**src/rtl/mips_multicycle_datapath.sv**
```systemverilog
// Multicycle MIPS datapath: PC, IR, Data, A/B, ALUOut, 32x32 register file and ALU.
// Sequencing is owned entirely by the external controller; this block only registers and muxes.
module mips_multicycle_datapath #(
  parameter logic [31:0] RESET_PC = 32'h0000_0000
) (
  input  logic        clk,
  input  logic        reset,
  input  logic        pcen,
  input  logic        irwrite,
  input  logic        regwrite,
  input  logic        alusrca,
  input  logic        iord,
  input  logic        memtoreg,
  input  logic        regdst,
  input  logic [1:0]  alusrcb,
  input  logic [1:0]  pcsrc,
  input  logic [2:0]  alucontrol,
  input  logic [31:0] readdata,
  output logic [5:0]  op,
  output logic [5:0]  funct,
  output logic        zero,
  output logic [31:0] adr,
  output logic [31:0] writedata
);

  logic [31:0] pc, instr, data, a, b, aluout;
  logic [31:0] rf [32];

  logic [4:0]  ra1, ra2, wa;
  logic [31:0] rd1, rd2, wd;
  logic [31:0] signimm, srca, srcb, aluresult, pcnext;

  assign op        = instr[31:26];
  assign funct     = instr[5:0];
  assign writedata = b;
  assign adr       = iord ? aluout : pc;

  assign ra1     = instr[25:21];
  assign ra2     = instr[20:16];
  assign wa      = regdst ? instr[15:11] : instr[20:16];
  assign wd      = memtoreg ? data : aluout;
  assign signimm = {{16{instr[15]}}, instr[15:0]};

  // Register 0 is forced to read zero even though its storage is never written.
  assign rd1 = (ra1 == '0) ? '0 : rf[ra1];
  assign rd2 = (ra2 == '0) ? '0 : rf[ra2];

  assign srca = alusrca ? a : pc;

  always_comb begin
    srcb = b;
    case (alusrcb)
      2'b00:   srcb = b;
      2'b01:   srcb = 32'd4;
      2'b10:   srcb = signimm;
      default: srcb = {signimm[29:0], 2'b00};
    endcase
  end

  always_comb begin
    aluresult = '0;
    case (alucontrol)
      3'b010:  aluresult = srca + srcb;
      3'b110:  aluresult = srca - srcb;
      3'b000:  aluresult = srca & srcb;
      3'b001:  aluresult = srca | srcb;
      3'b100:  aluresult = srca & ~srcb;
      3'b101:  aluresult = srca | ~srcb;
      3'b111:  aluresult = {31'b0, $signed(srca) < $signed(srcb)};
      default: aluresult = '0;
    endcase
  end

  assign zero = (aluresult == '0);

  always_comb begin
    pcnext = aluresult;
    case (pcsrc)
      2'b01:   pcnext = aluout;
      2'b10:   pcnext = {pc[31:28], instr[25:0], 2'b00};
      default: pcnext = aluresult;
    endcase
  end

  always_ff @(posedge clk) begin
    if (reset) begin
      pc     <= RESET_PC;
      instr  <= '0;
      data   <= '0;
      a      <= '0;
      b      <= '0;
      aluout <= '0;
    end else begin
      if (pcen)    pc    <= pcnext;
      if (irwrite) instr <= readdata;
      data   <= readdata;
      a      <= rd1;
      b      <= rd2;
      aluout <= aluresult;
    end
  end

  // A/B sample rf before this edge's write lands, giving read-old-value on collision.
  always_ff @(posedge clk) begin
    if (reset)
      rf <= '{default: '0};
    else if (regwrite && (wa != '0))
      rf[wa] <= wd;
  end

endmodule

```
**config.mk**
```make
export PLATFORM = sky130hd
export DESIGN_NAME = mips_multicycle_datapath
export DESIGN_NICKNAME = d
export VERILOG_FILES = /design/src/rtl/mips_multicycle_datapath.sv
export SDC_FILE = /design/constraint.sdc
export NUM_CORES = 2
export LEC_CHECK = 0
export ABC_AREA = 1
export CAP_MARGIN = 10
export CELL_PAD_IN_SITES_DETAIL_PLACEMENT = 1
export CELL_PAD_IN_SITES_GLOBAL_PLACEMENT = 2
export CORE_MARGIN = 2
export CORE_UTILIZATION = 36
export CTS_BUF_LIST = sky130_fd_sc_hd__clkbuf_4
export DETAILED_ROUTE_END_ITERATION = 6
export GPL_ROUTABILITY_DRIVEN = 0
export HOLD_SLACK_MARGIN = 0.12
export PLACE_DENSITY = 0.79
export RECOVER_POWER = 25
export SYNTH_ARGS = -nofsm -noshare
export SYNTH_HDL_FRONTEND = slang
export SYNTH_SLANG_ARGS = --single-unit
```
**constraint.sdc**
```tcl
create_clock -name clk -period 4.11 [get_ports clk]
set_input_delay 0.6165 -clock clk [delete_from_list [all_inputs] [get_ports clk]]
set_output_delay 0.6165 -clock clk [all_outputs]
set_load 0.01 [all_outputs]
```
==> flow_metrics.tcl <==
set metrics [dict create \
    outcome "finished, violations left" \
    violated_checks "max-capacitance violations, max-slew violations, negative setup slack" \
    finalClockSkew_ns 0.118 \
    clock_power_share_pct 37.2 \
    dieWidth_um 436 \
    cp_common_cell "nand2_1" \
    first_global_vias 79100 \
    cts_tree "yes" \
    setup_violations 674 \
    dieHeight_um 436 \
    synth-seq-cells 1216 \
    asyncSetResetFlopFracSynth_pct 0 \
    finalWirelength_um 372000 \
    power_density_nw_per_um2 388 \
    grt_use_total_pct 37.7 \
    p_seq_share_pct 39.7 \
    final.min_clock_period_ns 5.24 \
    core-area_sq_um 185000 \
    total_buffers_and_inverters_traversed_by_the_critical_path 3 \
    worst_hold_path_type "primary input to flop" \
    finish.utilization_pct 43.3 \
    worst-r2r-setup-slack_ns -0.60 \
    drtAntennaViolNets 0 \
    power_switching_mw 10.9 \
    rsz_0062_raised_after_global_routing "true" \
    sink_count_of_the_clock_tree 1216 \
    postLayoutSetupSlackWorst_ns -1.13 \
    yosys_most_used_dff "dfxtp_1" \
    num_io_pins 125 \
    synth.yosys.seq_area_share_pct 36.3 \
    num_vias 80300 \
    drtIter0Drc 8413 \
    htreeDepth 5 \
    most_frequently_used_cell_type_in_the_post_synthesis_netlist "nand2_1" \
    placementRows 158 \
    synth_top_cell_by_area "dfxtp_1" \
    detail_route.wl_per_cell_um 27.6 \
    synth_warnings 0 \
    fmaxAchievable_ghz 0.191 \
    yosys-top-cells-area "dfxtp_1, o21ai_0, nand2_1" \
    start_kind "flop" \
    instances_no_fill 13500 \
    clk_latency_ns 1.46 \
    grt_remaining_overflow 0 \
    area_delta_synth_final_pct 19.5 \
    max-slew-margin-rel_pct -47.5 \
    register_area_sq_um 24400 \
    final_net_count 10900 \
    detail_route.vias_per_cell 5.97 \
    max_slew.worst_pin.slew_ns 2.21 \
    fill_cells 24100 \
    grt_start_max_net_pins 175 \
    timing.max_cap.violations 8 \
    number_of_hold_slack_violations_in_the_final_timing_report 0 \
    cell_internal_pwr_mw 20.2 \
    cts.root.buffer_cell "clkbuf_4" \
    mappedNetlistNets 10500 \
    detailedRoute.firstPassIterationCount 6 \
    final.period_utilization_pct 128 \
    final_cell_area_sq_um 80100 \
    path_class "flop to primary output" \
    placed_cells 12800 \
    drc_violation_count_after_routing 0 \
    critical_path.max_fanout 3 \
    timing.critical_path.arrival_ns 4.62 \
    total_power_consumption_of_the_routed_design_mw 31.1 \
    cp_top_family "simple AND/OR/NAND/NOR gates" \
    critPathRequiredTime_ns 3.49 \
    finalHoldWorstSlack_ns 0.203 \
    tritoncts.num_buffers 372 \
    post_synth_instance_area_sq_um 67100 \
    vdd_ir_drop_max_mv 0.255 \
    synthTopCellsByCount "nand2_1, o21ai_0, a21oi_1, dfxtp_1, inv_1" \
    floorplan.initialDensity_pct 36.2 \
    cts.path.max_buffers 4 \
    multi_input_comb_area_sq_um 36300 \
    comb_power_share_pct 23.1 \
    grt_pass1_wl_um 537000 \
    crit_path_top_delay_cell "fa_2" \
    worstSetupEndpointType "primary output" \
    tns_ns -96.27 \
    timing_max_transition_violations_final 834 \
    critical_path_cell_sequence "nand2_2, o21ai_1, buf_4, inv_4, ha_4, fa_2, nor2_4, nand2_2, nand3_4, nand2_1, nand2_2, nand2_1, nand2_1, nand2_1, nand3_1, nand2_1, nand2_1, nand2_1, nand2_2, nand2_1, nor2_1, nand2_1, nor2_4, buf_6" \
    port_buffers 124 \
    synth_area_per_cell_sq_um 6.46 \
    postSynthCellCount 10400 \
    design.die.area_sq_um 190000 \
    synth_top_cell_area_share_pct 36.3 \
    synthDistinctLibCells 56 \
    place_ws_ns -1.66 \
    cts.clk_slew.worst_paths_ns 0.07 \
    sw_share_pct 35.1 \
    delay_contributed_by_the_slowest_stage_of_the_critical_path_ns 0.43 \
    postPlaceCellArea_sq_um 74800 \
    power.leakage_nw 31.0 \
    dp_hpwl_um 239000 \
    grt_antenna_before_repair 21 \
    layout-drive-gt1-share_pct 15.1 \
    synth_edf_count 0 \
]
==> cells in the final DEF, fill, tap and decap left out, types with 42 or more instances in the layout <==
master           instances
nand2_1               1921
o21ai_0               1804
a21oi_1               1287
dfxtp_1               1193
inv_1                  893
nor2_1                 744
buf_4                  670
clkbuf_4               536
nand3_1                521
o211ai_1               216
clkdlybuf4s50_1        118
o22ai_1                111
a31oi_1                 81
a221oi_1                81
buf_12                  77
clkinv_1                58
inv_2                   53
nor2_2                  46
ha_1                    46
nand2_2                 44
dlygate4sd3_1           42
==> worst reg2reg max path: cells and delay by family, from the launching register on <==
| kind | cells | cell delay, ns |
|---|---|---|
| AOI/OAI and AO/OA | 3 | 0.72 |
| buffers and inverters | 3 | 1.21 |
| DFF | 1 | 1.80 |
| and+or+nand+nor | 3 | 0.79 |
==> power by group through the flow <==
stage | clock network (mW) | registers [mW] | logic, mW
after floorplan | 0 | 12.4 | 3.43
after global routing | 12.4 | 12.3 | 7.59
after detailed placement | 0 | 12.6 | 6.71
after CTS | 11.7 | 12.3 | 6.89
after global placement | 0 | 12.6 | 6.61
final | 11.6 | 12.3 | 7.20
==> cells by family (layout without fill, tap and decap cells) <==
kind of cell,count (synthesis),count (layout),share of synthesized area (%)
buf+inv,1897,2487,11.0
other cells,0,11,0
compound gates,3763,3763,30.4
simple gates,3395,3395,20.4
flops,1216,1216,36.3
mux,32,32,0.537
xor+xnor,4,4,0.0522
fa+ha+maj,68,68,1.29
==> registers in the layout (all words and copies together), names as in the netlist <==
name / count
rf: 1024
writedata: 32
pc: 32
data: 32
aluout: 32
a: 32
instr: 32
==> per-layer routing <==
metal | up-vias | part of all wire [%] | global-route usage (%)
met5 | - | 0.022 | 0
met1 | 39600 | 41 | 48.5
met3 | 1033 | 9.2 | 7.91
met4 | 12 | 6.1 | 21.4
met2 | 3974 | 44 | 58.3
li1 | 35700 | - | -
==> layout make-up <==
class	count	area share, %
clock inverters	62	0.328
multi-input cells	7262	45.3
well taps	2480	3.87
flip-flops and latches	1216	30.4
repair buffers	946	10.6
clock buffers	524	4.91
diodes	11	0.0343
inverters	955	4.52
==> path summary, 6_finish.rpt <==
path | from | endpoint | depth (start not counted)
max | a[0] | zero | 24
min | alusrca | aluout[16] | 7
max reg2reg | instr[16] | rf[844] | 9
min reg2reg | rf[992] | rf[992] | 2
==> what timing repair did <==
action,4_1_cts,5_1_grt
resized for setup,157,90
endpoints found under the hold margin,358,0
pin swaps,27,28
hold buffers,42,0
setup endpoints to repair,1,1
setup buffers,4,4
No activity file was read; power rests on OpenSTA's default activity.
